### src/rtl/class_tb_pkg.sv
// Shared types for the adder result FIFO: result width and result word type.
package class_tb_pkg;
    localparam int WIDTH  = 8;
    localparam int DATA_W = WIDTH + 1;
    typedef logic [DATA_W-1:0] result_t;
endpackage

### src/rtl/adder_result_fifo_if.sv
// Adder-result FIFO bus: producer/consumer side (master) and FIFO side (slave).
// Stats ports exist only when ADDER_RESULT_FIFO_STATS_EN is defined.
interface adder_result_fifo_if #(
    parameter int DATA_W = 9,
    parameter int DEPTH  = 4
);
    localparam int CW = $clog2(DEPTH) + 1;

    logic              valid_in;
    logic [DATA_W-1:0] data_in;
    logic              out_valid;
    logic              out_ready;
    logic [DATA_W-1:0] out_data;
    logic [CW-1:0]     count;
    logic              full;
    logic              empty;
    logic              overflow;
    logic              clr_ovf;
`ifdef ADDER_RESULT_FIFO_STATS_EN
    logic [DATA_W+7:0] stat_sum;
    logic [15:0]       stat_cnt;

    modport master (output valid_in, data_in, out_ready, clr_ovf,
                    input  out_valid, out_data, count, full, empty, overflow,
                           stat_sum, stat_cnt);
    modport slave  (input  valid_in, data_in, out_ready, clr_ovf,
                    output out_valid, out_data, count, full, empty, overflow,
                           stat_sum, stat_cnt);
`else
    modport master (output valid_in, data_in, out_ready, clr_ovf,
                    input  out_valid, out_data, count, full, empty, overflow);
    modport slave  (input  valid_in, data_in, out_ready, clr_ovf,
                    output out_valid, out_data, count, full, empty, overflow);
`endif
endinterface

### src/rtl/adder_result_fifo_ptr_ctrl.sv
// Pointer/occupancy control for the result FIFO: qualifies push/pop/drop and
// tracks read/write pointers and count.
module fifo_ptr_ctrl #(
    parameter int DEPTH = 4,
    localparam int AW   = $clog2(DEPTH),
    localparam int CW   = AW + 1
) (
    input  logic          clk,
    input  logic          rst,
    input  logic          valid_in,
    input  logic          out_ready,
    output logic          push,
    output logic          pop,
    output logic          drop,
    output logic [AW-1:0] wr_ptr,
    output logic [AW-1:0] rd_ptr,
    output logic [CW-1:0] count,
    output logic          full,
    output logic          empty
);
    logic [AW-1:0] wr_ptr_q, wr_ptr_d;
    logic [AW-1:0] rd_ptr_q, rd_ptr_d;
    logic [CW-1:0] count_q, count_d;

    always_comb begin
        empty = (count_q == '0);
        full  = (count_q == CW'(DEPTH));
        // A pop frees a slot in the same cycle, so a full FIFO still accepts.
        pop   = out_ready & ~empty;
        push  = valid_in & (~full | pop);
        drop  = valid_in & full & ~pop;

        wr_ptr_d = push ? wr_ptr_q + AW'(1) : wr_ptr_q;
        rd_ptr_d = pop  ? rd_ptr_q + AW'(1) : rd_ptr_q;
        count_d  = count_q;
        case ({push, pop})
            2'b10:   count_d = count_q + CW'(1);
            2'b01:   count_d = count_q - CW'(1);
            default: count_d = count_q;
        endcase
    end

    always_ff @(posedge clk or posedge rst) begin
        if (rst) begin
            wr_ptr_q <= '0;
            rd_ptr_q <= '0;
            count_q  <= '0;
        end else begin
            wr_ptr_q <= wr_ptr_d;
            rd_ptr_q <= rd_ptr_d;
            count_q  <= count_d;
        end
    end

    assign wr_ptr = wr_ptr_q;
    assign rd_ptr = rd_ptr_q;
    assign count  = count_q;
endmodule

### src/rtl/adder_result_fifo.sv
// First-word-fall-through FIFO behind the adder, with sticky overflow on drops.
// Optional pop statistics under ADDER_RESULT_FIFO_STATS_EN.
module adder_result_fifo
    import class_tb_pkg::*;
#(
    parameter int WIDTH  = 8,
    parameter int DATA_W = WIDTH + 1,
    parameter int DEPTH  = 4
) (
    input logic                clk,
    input logic                rst,
    adder_result_fifo_if.slave bus
);
    localparam int AW = $clog2(DEPTH);
    localparam int CW = AW + 1;

    logic          push, pop, drop, full, empty;
    logic [AW-1:0] wr_ptr, rd_ptr;
    logic [CW-1:0] count;

    fifo_ptr_ctrl #(.DEPTH(DEPTH)) u_ptr (
        .clk      (clk),
        .rst      (rst),
        .valid_in (bus.valid_in),
        .out_ready(bus.out_ready),
        .push     (push),
        .pop      (pop),
        .drop     (drop),
        .wr_ptr   (wr_ptr),
        .rd_ptr   (rd_ptr),
        .count    (count),
        .full     (full),
        .empty    (empty)
    );

    // Storage is intentionally not reset; output gating hides stale entries.
    logic [DATA_W-1:0] mem_q [DEPTH];

    always_ff @(posedge clk) begin
        if (push) mem_q[wr_ptr] <= bus.data_in;
    end

    logic overflow_q, overflow_d;
    logic [DATA_W-1:0] head;

    always_comb begin
        overflow_d = overflow_q;
        if (drop)             overflow_d = 1'b1;
        else if (bus.clr_ovf) overflow_d = 1'b0;
        head = empty ? '0 : mem_q[rd_ptr];
    end

    always_ff @(posedge clk or posedge rst) begin
        if (rst) overflow_q <= 1'b0;
        else     overflow_q <= overflow_d;
    end

    assign bus.out_valid = ~empty;
    assign bus.out_data  = head;
    assign bus.count     = count;
    assign bus.full      = full;
    assign bus.empty     = empty;
    assign bus.overflow  = overflow_q;

`ifdef ADDER_RESULT_FIFO_STATS_EN
    logic [DATA_W+7:0] stat_sum_q, stat_sum_d;
    logic [15:0]       stat_cnt_q, stat_cnt_d;

    always_comb begin
        stat_sum_d = stat_sum_q;
        stat_cnt_d = stat_cnt_q;
        if (pop) begin
            stat_sum_d = stat_sum_q + {8'b0, head};
            if (stat_cnt_q != 16'hFFFF) stat_cnt_d = stat_cnt_q + 16'd1;
        end
    end

    always_ff @(posedge clk or posedge rst) begin
        if (rst) begin
            stat_sum_q <= '0;
            stat_cnt_q <= '0;
        end else begin
            stat_sum_q <= stat_sum_d;
            stat_cnt_q <= stat_cnt_d;
        end
    end

    assign bus.stat_sum = stat_sum_q;
    assign bus.stat_cnt = stat_cnt_q;
`endif
endmodule

### src/flat_wrapper.sv
// flat-port wrapper written by rule: the top's interface ports become plain ports
module adder_result_fifo_flat import class_tb_pkg::*;
#(
    parameter int WIDTH  = 8,
    parameter int DATA_W = WIDTH + 1,
    parameter int DEPTH  = 4
)
  (clk, rst, bus_valid_in, bus_data_in, bus_out_ready, bus_clr_ovf, bus_out_valid, bus_out_data, bus_count, bus_full, bus_empty, bus_overflow);
  adder_result_fifo_if #(.DATA_W(DATA_W), .DEPTH(DEPTH)) bus_i ();
  input logic clk;
  input logic rst;
  input wire logic [$bits(bus_i.valid_in)-1:0] bus_valid_in;
  input wire logic [$bits(bus_i.data_in)-1:0] bus_data_in;
  input wire logic [$bits(bus_i.out_ready)-1:0] bus_out_ready;
  input wire logic [$bits(bus_i.clr_ovf)-1:0] bus_clr_ovf;
  output wire logic [$bits(bus_i.out_valid)-1:0] bus_out_valid;
  output wire logic [$bits(bus_i.out_data)-1:0] bus_out_data;
  output wire logic [$bits(bus_i.count)-1:0] bus_count;
  output wire logic [$bits(bus_i.full)-1:0] bus_full;
  output wire logic [$bits(bus_i.empty)-1:0] bus_empty;
  output wire logic [$bits(bus_i.overflow)-1:0] bus_overflow;
  assign bus_i.valid_in = bus_valid_in;
  assign bus_i.data_in = bus_data_in;
  assign bus_i.out_ready = bus_out_ready;
  assign bus_i.clr_ovf = bus_clr_ovf;
  assign bus_out_valid = bus_i.out_valid;
  assign bus_out_data = bus_i.out_data;
  assign bus_count = bus_i.count;
  assign bus_full = bus_i.full;
  assign bus_empty = bus_i.empty;
  assign bus_overflow = bus_i.overflow;
  adder_result_fifo #(.WIDTH(WIDTH), .DATA_W(DATA_W), .DEPTH(DEPTH)) u_core (.clk(clk), .rst(rst), .bus(bus_i));
endmodule
### config.mk
export PLATFORM = sky130hd
export DESIGN_NAME = adder_result_fifo_flat
export DESIGN_NICKNAME = d
export VERILOG_FILES = /design/src/rtl/class_tb_pkg.sv /design/src/rtl/adder_result_fifo_if.sv /design/src/rtl/adder_result_fifo_ptr_ctrl.sv /design/src/rtl/adder_result_fifo.sv /design/src/flat_wrapper.sv
export SDC_FILE = /design/constraint.sdc
export NUM_CORES = 1
export LEC_CHECK = 0
export CORE_MARGIN = 2
export CORE_UTILIZATION = 31
export CTS_CLUSTER_DIAMETER = 100
export CTS_CLUSTER_SIZE = 20
export DETAILED_ROUTE_END_ITERATION = 16
export PLACE_DENSITY_LB_ADDON = 0.08
export SLEW_MARGIN = 20
export SYNTH_ARGS = -nofsm -noshare
export SYNTH_HDL_FRONTEND = slang
export SYNTH_HIERARCHICAL = 1
export SYNTH_SLANG_ARGS = --single-unit
### constraint.sdc
create_clock -name clk -period 4.6 [get_ports clk]
set_input_delay 0.92 -clock clk [delete_from_list [all_inputs] [get_ports clk]]
set_output_delay 0.92 -clock clk [all_outputs]
set_load 0.01 [all_outputs]
Yosys cells after proc, flatten, opt, wreduce, memory -nomap -nowiden

Memories as Yosys holds them, arrays and structs flattened.
Cells that the tools add are included.

Add/subtract/negate cells: 4
Eq/ne operators: 3
Mux-type cells: 6
Bitwise logic cells: 8
Reduce and logical (&&, ||, !) cells: 3

Operators by type and width:

| cell                  | count |
|---|---|
| $mux W9               | 1 |
| $pmux W3 S2           | 1 |
| $add A2 B1 Y2 const B | 2 |
| $and A1 B1 Y1         | 4 |
| $mux W1               | 4 |
| $reduce_bool A2 Y1    | 2 |
| $add A3 B1 Y3 const B | 1 |
| $eq A3 B3 Y1 const B  | 1 |
| $logic_not A3 Y1      | 1 |
| $not A1 Y1            | 3 |
| $sub A3 B1 Y3 const B | 1 |
| $eq A2 B1 Y1 const B  | 1 |
| $eq A2 B2 Y1 const B  | 1 |
| $or A1 B1 Y1          | 1 |

Flip-flop bits (word level): 8
Bits in writable memories: 36
Bits of input ports: 14
Output and inout bits: 16
Word-level logic and storage cells: 29
Memories: 1

Memory list:

| name         | depth | width | read ports | clocked after memory_dff | wr ports | RTL line                | source |
|---|---|---|---|---|---|---|---|
| u_core.mem_q | 4     | 9     | 1          | 0                        | 1        | adder_result_fifo.sv:37 | `logic [DATA_W-1:0] mem_q [DEPTH];` |

Longest topological paths before layout

Gate-level depths: netlist of the first run.

Depth in word-level cells: 7
Mapped depth: 7
Gate-level depth less buffers: 6

Hierarchy

The synthesis of the first run kept the hierarchy.

By module, submodules not included:

| module            | instances | cells each | area each (um^2) | seq. area each (um^2) |
|---|---|---|---|---|
| adder_result_fifo | 1         | 79         | 1,442.6          | 1,106.1 |
| fifo_ptr_ctrl     | 1         | 46         | 478.0            | 175.2 |

Least setup slack after synthesis of the first run

OpenSTA, ideal clock, no wires.

Path kind: input to register
Start point: input port bus_out_ready
End point: memory u_core.mem_q[0][0] (enable)
Library setup time: 389 ps
Arrival: 2,299 ps
Required time: 4,211 ps
Setup slack: 1,912 ps
Stages: 4
Buffers on the path: 1
Path through: clkbuf_1 > nor4b_2 > nor2_1 > nor3b_1

Longest elaborated chain between the ends: 5

RTL lines:

| what                          | RTL line                         | source |
|---|---|---|
| start, declared               | flat_wrapper.sv:14               | `input wire logic [$bits(bus_i.out_ready)-1:0] bus_out_ready;` |
| $and A1 B1 Y1                 | adder_result_fifo_ptr_ctrl.sv:29 | `pop = out_ready & ~empty;` |
| $or A1 B1 Y1                  | adder_result_fifo_ptr_ctrl.sv:30 | `push = valid_in & (~full \| pop);` |
| $and A1 B1 Y1                 | adder_result_fifo_ptr_ctrl.sv:30 |  |
| net u_core.push               | adder_result_fifo.sv:17          | `logic push, pop, drop, full, empty;` |
| $mux W1                       | adder_result_fifo.sv:40          | `if (push) mem_q[wr_ptr] <= bus.data_in;` |
| $mux W1 (implied by the code) | adder_result_fifo.sv:40          |  |
| end, declared                 | adder_result_fifo.sv:37          |  |

The timed path passes the listed nets, and every way through them passes these cells.

Final worst setup path of the first run

Start point: register u_core.u_ptr.count_q[0], in the netlist u_core/u_ptr/count[0]
End point: output port bus_out_data[7]

Longest elaborated chain between the ends: 2

RTL lines:

| what                   | RTL line                         | source |
|---|---|---|
| start, declared        | adder_result_fifo_ptr_ctrl.sv:23 | `logic [CW-1:0] count_q, count_d;` |
| start signal, assigned | adder_result_fifo_ptr_ctrl.sv:51 | `count_q <= count_d;` |
| $logic_not A3 Y1       | adder_result_fifo_ptr_ctrl.sv:26 | `empty = (count_q == '0);` |
| $mux W9                | adder_result_fifo.sv:50          | `head = empty ? '0 : mem_q[rd_ptr];` |
| end, declared          | flat_wrapper.sv:17               | `output wire logic [$bits(bus_i.out_data)-1:0] bus_out_data;` |

No other way between the ends.

==> impl_results.md, run 1 <==
* Vias in the first global route at 1092
* Largest net degree at the start of global routing at 21
* FF/Latch Area at 0.00128 mm2
* Ys Warns at 6
* Data required time of the worst path at 3.68 ns
* Synth Area in Compound Gates at 0.0795
* Non-filler cells, final at roughly 230
* Register area share after synthesis at 0.667
* Iter 0 DRT Violations at 31
* Final Power at between 1.5 and 2 mW
* Clk_skew at 0.00515 ns
* Core footprint at 0.00596 mm2
* Synth top area share at 0.563
* Measured slew at the worst slew-check pin at ~1.1 ns
* R2R depth at 4
* Avg Cell Area, Syn at roughly 15 um2
* Final Setup Violations at 0
* Met3 routed WL at 155 um
* Peak supply drop at between 0.2 and 0.25 mV
* FF-to-FF setup slack at between 2 and 3 ns
* Internal power at 1.05 mW
* Post-Synthesis Net Count at 140
* Fin nets at 170
* Simple-Gate Fraction of Synth Area at 0.0762
* CTS Root Cell: clkbuf_8
* I/O Pins at 30
* Max Freq at 0.293 GHz
* DIE AREA at 0.00684 mm2
* Main combinational cell family by area after synthesis: multiplexers
* Top Layer Used: met4
* Post-synth EDFFs at 36
* Synthesis-stage register bit count at 44
* Synthesized cell area at 0.00192 mm2
* Ys flop type: edfxtp_1
* Worst-skew pair later-pin latency at 0.29 ns
* Worst Setup Slack, final at 1.19 ns
* Max-slew headroom at 0.292
* Crit-path cells: nor3_1, nand2b_1, o22ai_1, clkdlybuf4s50_1
* Synth Area in Adders at 0.0104
* All-layer global routing usage at 0.113
* Hold Path Stages at 1
* Max Buffers Root-to-Sink at 2
* P_leak at 0.894 nW
* Chip width at 82.7 um
* Endpoints failing hold at 0
* Worst Path Max Fanout at 11
* CTS tree: yes
* Commonest non-fill, non-tap cell in the layout: edfxtp_1
* Final period utilization at 0.741
* Sequential Power Share at 0.417
* PostCTS Resize Cnt at 0
* Most frequent cells in the layout: 36 x edfxtp_1, 29 x clkdlybuf4s50_1, 18 x mux2i_1, 9 x o22ai_1, 8 x dfrtp_1
* Die height at 82.7 um
* Routed WL at 3.58 mm
* ANT cells at 0
* RSZ-0062 raised after global routing: no
* Sw Ratio at 0.315
* Routed length on met2 at 1.74 mm
* Area occupied by multi-input gates at around 540 um2
* Mux share of post-synthesis cell area at 0.0938
* CP peak stage delay at 0.54 ns
* Fillers at 558
* Synthesized instance count at approximately 130
* Post-CTS setup buffer count at 0
* First-pass DRT Iterations at 4
* Antenna-violating nets left at 0
* Clock sink count at 44
* Post-synth top area cell: edfxtp_1
* Number of max-cap violations at 0
* Vias per cell at 4.82
* Hold path endpoint: u_core/bus.overflow$_DFFE_PP0P_
* Num CTS Buffers at 5
* Distinct cells, synth at 36
* Critical path arrival at 2.49 ns
* Rows at 28
* Combinational share of power at 0.360
* Wl on met1 at 1.63 mm
* NetSw at slightly below 0.5 mW
* Setup TNS at 0 ns
* Pwr Density at 645 mW/mm2
* Area Growth Syn to Fin at 24.0%
* Starting Density at 0.322
* Post-synthesis xor/xnor area fraction at 0.0228
* FFs w/ async S/R, synth at 0.182
* Top cells by area, synth: edfxtp_1 56%, dfrtp_1 10%, mux2i_1 9.4%
* Period minus WS final at 3.41 ns
* Worst Hold Launch: u_core/bus.overflow$_DFFE_PP0P_
* Clk slew on worst S/H paths at approximately 0.080 ns
* Status: complete, no violations
* Hold WC Path Type: flip-flop to flip-flop
* DP Worst Slack at 1.49 ns
* Clock power share at 0.223
* # DRC at 0
* Routability cong. at between 0.7 and 0.8
* Global-route wire length before repair at 5.61 mm
* Port Buffers at 29
* Reg-to-reg endpoint: u_core/mem_q[0][6]$_DFFE_PP_
* # hold bufs at CTS at 0
* Cells after DPL at 223
* Initial antenna violation count at 0
* H-tree Lvls at 2
* Fin Hold WS at 0.488 ns
* RR Startpoint: u_core/u_ptr/count[2]$_DFFE_PP0P_
* Crit path kind: flip-flop to output port
* Wire per inst at 15.5 um
* Startpoint types: flip-flop
* Slowest cell on crit path: nor3_1
* Routed vias at 1113
* Final Slew Violations at 0
* CP endpoint kind: output port
* Share of cells above drive strength 1 at 0.0769
* Post-DP HPWL at 2.45 mm
* Total gr overflow at 0
-- metrics by stage --
stage	instance area (um2)	utilization
floorplan	1920	-
finish	2380	0.400
detailed placement	2250	0.378
CTS	2380	0.400
global route	2380	0.400
global placement	2250	0.378
-- power by group through the flow --
stage	Sequential [mW]	Combinational [mW]	Clock, mW
after floorplan	0.581	0.404	0
after global placement	0.648	0.551	0
after detailed placement	0.654	0.560	0
after CTS	0.647	0.565	0.351
after global routing	0.660	0.594	0.366
final	0.641	0.553	0.342
-- cells by family (layout without fill, tap and decap cells) --
logic type	count (synthesis)	in the layout
buffers and inverters	15	46
and+or+nand+nor	23	23
muxes	18	18
adders and majority gates	1	1
AOI/OAI and AO/OA	19	19
xor gates and xnor gates	5	5
DFF	44	44
-- per-layer routing --
layer,global-route usage,vias to the layer above
met1,0.145,547
met3,0.0304,8
met2,0.183,29
met5,0,-
met4,0.0443,0
li1,-,529
-- final cells by class --
cell class	count	area share
Sequential cell	44	0.538
Clock inverter	2	0.0252
Clock buffer	6	0.0305
Tap cell	75	0.0394
Multi-Input combinational cell	66	0.228
Inverter	7	0.0110
Timing Repair Buffer	31	0.128
-- sequential cells by signal (all words and copies together), names as in the netlist --
name	flops
u_core/mem_q	36
u_core/u_ptr/count	3
u_core/bus.overflow	1
u_core/u_ptr/rd_ptr	2
u_core/u_ptr/wr_ptr	2
-- Yosys cell counts (2+ instances only) --
cell type	number
edfxtp_1	36
mux2i_1	18
o22ai_1	9
dfrtp_1	8
inv_1	7
nand2_1	4
buf_6	3
nor3b_1	3
xor2_1	3
and3b_1	2
clkbuf_1	2
nand2b_1	2
nand3b_1	2
nor2_1	2
nor3_1	2
xnor2_1	2
-- worst max path at each step --
stage,start,endpoint,cells after the start
after global routing,u_core/u_ptr/count[0]$_DFFE_PP0P_,bus_out_data[7],4
after CTS,u_core/u_ptr/count[0]$_DFFE_PP0P_,bus_out_data[7],4
final,u_core/u_ptr/count[0]$_DFFE_PP0P_,bus_out_data[7],4
after global placement,u_core/u_ptr/count[0]$_DFFE_PP0P_,bus_out_data[7],4
after detailed placement,u_core/u_ptr/count[0]$_DFFE_PP0P_,bus_out_data[7],4
after floorplan,bus_out_ready,u_core/mem_q[0][0]$_DFFE_PP_,4
-- worst max-delay path: cells and delay by family (launching register included) --
kind                   cells  cell delay, ns
DFF                        1            0.51
and+or+nand+nor            2            1.03
buffers and inverters      1            0.51
AOI/OAI and AO/OA          1            0.16
Note: power is estimated with default switching activity, not from simulation.
==> inputs of run 2 (changes only) <==
==> constraint.sdc (replaced) <==
create_clock -name clk -period 3.4 [get_ports clk]
set_input_delay 0.68 -clock clk [delete_from_list [all_inputs] [get_ports clk]]
set_output_delay 0.68 -clock clk [all_outputs]
set_load 0.01 [all_outputs]
==> run 2 against run 1 <==
Effect of this change: clock power up 13%; worst hold slack worse by 0.00053 ns; power up 31%; design area down 0.16%; critical path depth unchanged; clock-buffer cell count up 1.
==> impl_results.md, run 2 (synthesis results as in run 1) <==
* Status: complete, no violations
* Rows at 28 (unchanged)
* Endpoints failing hold at 0 (unchanged)
* ANT cells at 0 (unchanged)
* Core footprint at 0.00596 mm2 (unchanged)
* Worst-skew pair later-pin latency at 0.29 ns (about the same)
* Period minus WS final at 2.92 ns
* Fin Hold WS at 0.488 ns (-0.000531 ns)
* Peak supply drop at 0.314 mV (+37%)
* Port Buffers at 29 (unchanged)
* Placed cell area at 0.00227 mm2 (+1.0%)
* Max Freq at 0.342 GHz
* Clk_skew at 0.00938 ns (+0.00423 ns)
* Starting Density at 0.322 (unchanged)
* Hold WC Path Type: flip-flop to flip-flop
* Data required time of the worst path at 2.72 ns (-0.96 ns)
* Clk slew on worst S/H paths at 0.07 ns (about the same)
* Pwr Density at 847 mW/mm2 (+31%)
* # hold bufs at CTS at 0 (unchanged)
* Post-DP HPWL at 2.46 mm (+0.45%)
* Iter 0 DRT Violations at 90 (+190%)
* Final period utilization at 0.860
* Vias per cell at 4.74 (-1.7%)
* Area occupied by multi-input gates at 543 um2 (unchanged)
* Most frequent cells in the layout: 36 x edfxtp_1, 29 x clkdlybuf4s50_1, 18 x mux2i_1, 9 x o22ai_1, 8 x dfrtp_1
* Number of max-cap violations at 0 (unchanged)
* CTS tree: yes
* All-layer global routing usage at 0.120 (+0.00692)
* Share of cells above drive strength 1 at 0.0881 (+0.0111)
* Initial antenna violation count at 0 (unchanged)
* Routability cong. at 0.742 (+2.8%)
* Commonest non-fill, non-tap cell in the layout: edfxtp_1
* Wire per inst at 15.9 um (+2.9%)
* Most flops, register: u_core/mem_q
* Die height at 82.7 um (unchanged)
* Routed WL at 3.73 mm (+4.2%)
* Chip width at 82.7 um (unchanged)
* Non-filler cells, final at 234 (+1.3%)
* Global-route wire length before repair at 5.78 mm (+3.0%)
* Measured slew at the worst slew-check pin at 0.569 ns (-0.493 ns)
* # DRC at 0 (unchanged)
* PostCTS Resize Cnt at 0 (unchanged)
* Setup TNS at 0 ns (unchanged)
* Startpoint types: flip-flop
* Area Growth Syn to Fin at 23.8%
* CTS Root Cell: clkbuf_8
* DIE AREA at 0.00684 mm2 (unchanged)
* CP endpoint kind: output port
* Max Buffers Root-to-Sink at 2 (unchanged)
* H-tree Lvls at 2 (unchanged)
* RSZ-0062 raised after global routing: no
* Max reg flops at 36 (unchanged)
* Routed vias at 1108 (-0.45%)
* Cells after DPL at 226 (+1.3%)
* Max-slew headroom at 0.621 (+0.329)
* First-pass DRT Iterations at 4 (unchanged)
* Post-CTS setup buffer count at 0 (unchanged)
* Crit path kind: flip-flop to output port
* Critical path arrival at 2.24 ns (-0.25 ns)
* P_leak at 0.897 nW (+0.28%)
* Largest net degree at the start of global routing at 19 (-9.5%)
* Worst Path Max Fanout at 11 (unchanged)
* Final Slew Violations at 0 (unchanged)
* Fin nets at 173 (+1.8%)
* Final Instance Area at 0.00238 mm2 (-0.16%)
* Final Setup Violations at 0 (unchanged)
* Antenna-violating nets left at 0 (unchanged)
* Clock sink count at 44 (unchanged)
* Vias in the first global route at 1156 (+5.9%)
* FF/Latch Area at 0.00128 mm2 (unchanged)
* I/O Pins at 30 (unchanged)
* Fillers at 582 (+4.3%)
* Num CTS Buffers at 5 (unchanged)
* Total gr overflow at 0 (unchanged)
run 2: critical path, cell delays in order, from the launching register on:
cell,delay (ns)
dfrtp_1,0.51
nor3_1,0.33
nand2b_1,0.44
o22ai_1,0.16
clkdlybuf4s50_1,0.51
run 2: final cells by class:
| type | count | share of cell area |
|---|---|---|
| well taps | 75 | 0.0395 |
| clock buffers | 7 | 0.0321 |
| clock inverters | 1 | 0.0126 |
| multi-input cells | 66 | 0.228 |
| flip-flops and latches | 44 | 0.539 |
| repair buffers | 34 | 0.138 |
| inverters | 7 | 0.0110 |
run 2: power by group:
group / leakage (nW) / internal, mW / switching [mW] / total [mW]
clock: 0.0524 / 0.220 / 0.165 / 0.385
combinational: 0.419 / 0.423 / 0.393 / 0.816
sequential: 0.425 / 0.719 / 0.0944 / 0.814
run 2: routing by layer:
layer | GRT usage | vias up | part of all wire
met5 | 0 | - | 0
met4 | 0.0492 | 0 | 0.016
met2 | 0.202 | 27 | 0.50
met1 | 0.141 | 543 | 0.44
met3 | 0.0402 | 6 | 0.049
li1 | - | 532 | -
run 2: final timing paths:
kind	start	endpoint	slack, ns	depth (start not counted)
max	u_core/u_ptr/count[0]$_DFFE_PP0P_	bus_out_data[7]	0.48	4
min	u_core/u_ptr/rd_ptr[1]$_DFFE_PP0N_	u_core/u_ptr/rd_ptr[1]$_DFFE_PP0N_	0.49	1
max reg2reg	u_core/u_ptr/count[2]$_DFFE_PP0P_	u_core/mem_q[3][1]$_DFFE_PP_	1.46	3
min reg2reg	u_core/u_ptr/rd_ptr[1]$_DFFE_PP0N_	u_core/u_ptr/rd_ptr[1]$_DFFE_PP0N_	0.49	1
max in group asynchronous	rst	u_core/u_ptr/wr_ptr[1]$_DFFE_PP0P_	2.51	2
min in group asynchronous	rst	u_core/bus.overflow$_DFFE_PP0P_	0.55	2
run 2: metrics by stage:
stage	utilization	total power, mW	setup slack, ns
2_1_floorplan	-	1.33	0.952
5_1_grt	0.399	2.13	0.329
3_3_place_gp	0.382	1.63	0.689
6_report	0.399	2.01	0.477
3_5_place_dp	0.382	1.65	0.631
4_1_cts	0.399	2.04	0.411
==> inputs of run 3 (changes only) <==
--- a/config.mk
+++ b/config.mk
@@ -10,7 +10,7 @@
 export CTS_CLUSTER_DIAMETER = 100
 export CTS_CLUSTER_SIZE = 20
 export DETAILED_ROUTE_END_ITERATION = 16
-export PLACE_DENSITY_LB_ADDON = 0.08
+export PLACE_DENSITY = 0.62
 export SLEW_MARGIN = 20
 export SYNTH_ARGS = -nofsm -noshare
 export SYNTH_HDL_FRONTEND = slang
==> run 3 against run 2 <==
Effect of this change: clock skew fell by 0.0026 ns; maximum frequency down 6.3%; via count up 1.9%; cell count is 0.85% lower.
==> impl_results.md, run 3 (synthesis results as in run 1) <==
* Status: complete, no violations
* Largest net degree at the start of global routing at 19 (unchanged)
* PostCTS Resize Cnt at 0 (unchanged)
* Clk_skew at 0.00682 ns (-0.00256 ns)
* Final Setup Violations at 0 (unchanged)
* Max Freq at 0.321 GHz (-6.3%)
* Vias in the first global route at 1151 (-0.43%)
* I/O Pins at 30 (unchanged)
* Commonest non-fill, non-tap cell in the layout: edfxtp_1
* GR Util met1 at 0.118 (-0.0228)
* All-layer global routing usage at 0.113 (-0.00736)
* Routed WL at 3.48 mm (-6.6%)
* Die height at 82.7 um (unchanged)
* Global routing's busiest layer: met2
* H-tree Lvls at 2 (unchanged)
* Port Buffers at 29 (unchanged)
* Post-CTS setup buffer count at 0 (unchanged)
* Rows at 28 (unchanged)
* Routed vias at 1129 (+1.9%)
* Met3 Resource Use GR at 0.0359 (-0.00435)
* Iter 0 DRT Violations at 48 (-47%)
* Cells after DPL at 224 (-0.88%)
* Core footprint at 0.00596 mm2 (unchanged)
* P_leak at 0.888 nW (-0.93%)
* Max Buffers Root-to-Sink at 2 (unchanged)
* Area occupied by multi-input gates at 543 um2 (unchanged)
* Crit path kind: flip-flop to output port
* Area Growth Syn to Fin at 23.5%
* Startpoint types: flip-flop
* # hold bufs at CTS at 0 (unchanged)
* Worst-skew pair later-pin latency at 0.29 ns (about the same)
* Number of max-cap violations at 0 (unchanged)
* Initial antenna violation count at 0 (unchanged)
* Chip width at 82.7 um (unchanged)
* First-pass DRT Iterations at 4 (unchanged)
* Final Util at 0.398 (-0.00105)
* CP endpoint kind: output port
* Total gr overflow at 0 (unchanged)
* Fin nets at 171 (-1.2%)
* Hold WC Path Type: flip-flop to flip-flop
* Setup TNS at 0 ns (unchanged)
* Starting Density at 0.322 (unchanged)
* DIE AREA at 0.00684 mm2 (unchanged)
* FF/Latch Area at 0.00128 mm2 (unchanged)
* CTS tree: yes
* Fillers at 568 (-2.4%)
* Post-DP HPWL at 2.27 mm (-7.8%)
* Routability cong. at 0.761 (+2.5%)
* Final Slew Violations at 0 (unchanged)
* Share of cells above drive strength 1 at 0.0892 (+0.00112)
* Measured slew at the worst slew-check pin at 0.562 ns (-0.00692 ns)
* # DRC at 0 (unchanged)
* Max-slew headroom at 0.626 (+0.00461)
* GRT met2 Usage at 0.206 (+0.00403)
* Worst Setup Slack, final at 0.280 ns (-0.197 ns)
* Critical path arrival at 2.44 ns (+0.20 ns)
* Non-filler cells, final at 232 (-0.85%)
* Fin Hold WS at 0.498 ns (+0.0107 ns)
* Antenna-violating nets left at 0 (unchanged)
* Num CTS Buffers at 5 (unchanged)
* Max reg flops at 36 (unchanged)
* Vias per cell at 4.87 (+2.8%)
* Most frequent cells in the layout: 36 x edfxtp_1, 29 x clkdlybuf4s50_1, 18 x mux2i_1, 9 x o22ai_1, 8 x dfrtp_1
* Endpoints failing hold at 0 (unchanged)
* Wire per inst at 15.0 um (-5.8%)
* Peak supply drop at 0.299 mV (-4.9%)
* Period minus WS final at 3.12 ns (+0.197 ns)
* Final period utilization at 0.918 (+0.0581)
* Clk slew on worst S/H paths at 0.08 ns (about the same)
* Worst Path Max Fanout at 11 (unchanged)
* Most flops, register: u_core/mem_q
* RSZ-0062 raised after global routing: no
* Pwr Density at 848 mW/mm2 (+0.12%)
* Data required time of the worst path at 2.72 ns (about the same)
* Clock sink count at 44 (unchanged)
* Global-route wire length before repair at 5.49 mm (-5.0%)
* ANT cells at 0 (unchanged)
* CTS Root Cell: clkbuf_8
* DP Worst Slack at 0.578 ns (-0.0532 ns)
==> run 3: changes by cell type in the layout (fill, tap and decap cells not counted) <==
cell        delta
inv_6          +1
clkbuf_1       -2
clkinvlp_4     +1
buf_4          -2
==> run 3: final cells by class <==
cell class,instances,area share
tap,75,0.0396
clock buffer,5,0.0290
inverter,7,0.0111
multi-input combinational,66,0.229
clock inverter,3,0.0195
timing repair buffer,32,0.132
sequential,44,0.540
==> run 3: final timing paths <==
kind                                                            to  slack, ns  cells past startpoint                               start
worst max-delay path                               bus_out_data[7]       0.28                      4   u_core/u_ptr/count[0]$_DFFE_PP0P_
worst min-delay path            u_core/u_ptr/rd_ptr[1]$_DFFE_PP0N_       0.50                      1  u_core/u_ptr/rd_ptr[1]$_DFFE_PP0N_
worst max register to register   u_core/u_ptr/count[1]$_DFFE_PP0P_       1.44                      5   u_core/u_ptr/count[0]$_DFFE_PP0P_
worst min register to register  u_core/u_ptr/rd_ptr[1]$_DFFE_PP0N_       0.50                      1  u_core/u_ptr/rd_ptr[1]$_DFFE_PP0N_
max in group asynchronous       u_core/u_ptr/rd_ptr[1]$_DFFE_PP0N_       2.51                      2                                 rst
min in group asynchronous          u_core/bus.overflow$_DFFE_PP0P_       0.54                      2                                 rst
==> run 3: critical path, cell delays in order, from the launching register on <==
cell             delay, ns
dfrtp_1               0.50
nor3_1                0.50
nand2b_1              0.45
o22ai_1               0.18
clkdlybuf4s50_1       0.51
==> run 3: routing by layer <==
metal	wire length, um	vias to the layer above
met5	0	-
met4	82	0
met3	176	10
met2	1740	33
met1	1480	555
li1	-	531
==> run 3: stage by stage <==
stage,power [mW],cell area [um2]
after floorplan,1.33,1920
after global placement,1.60,2260
after detailed placement,1.63,2260
after CTS,2.04,2370
after global routing,2.13,2370
final,2.01,2370
==> run 3: power breakdown <==
part	total, mW	internal (mW)	switching, mW
combinational	0.803	0.415	0.388
sequential	0.813	0.719	0.0933
clock	0.395	0.221	0.174
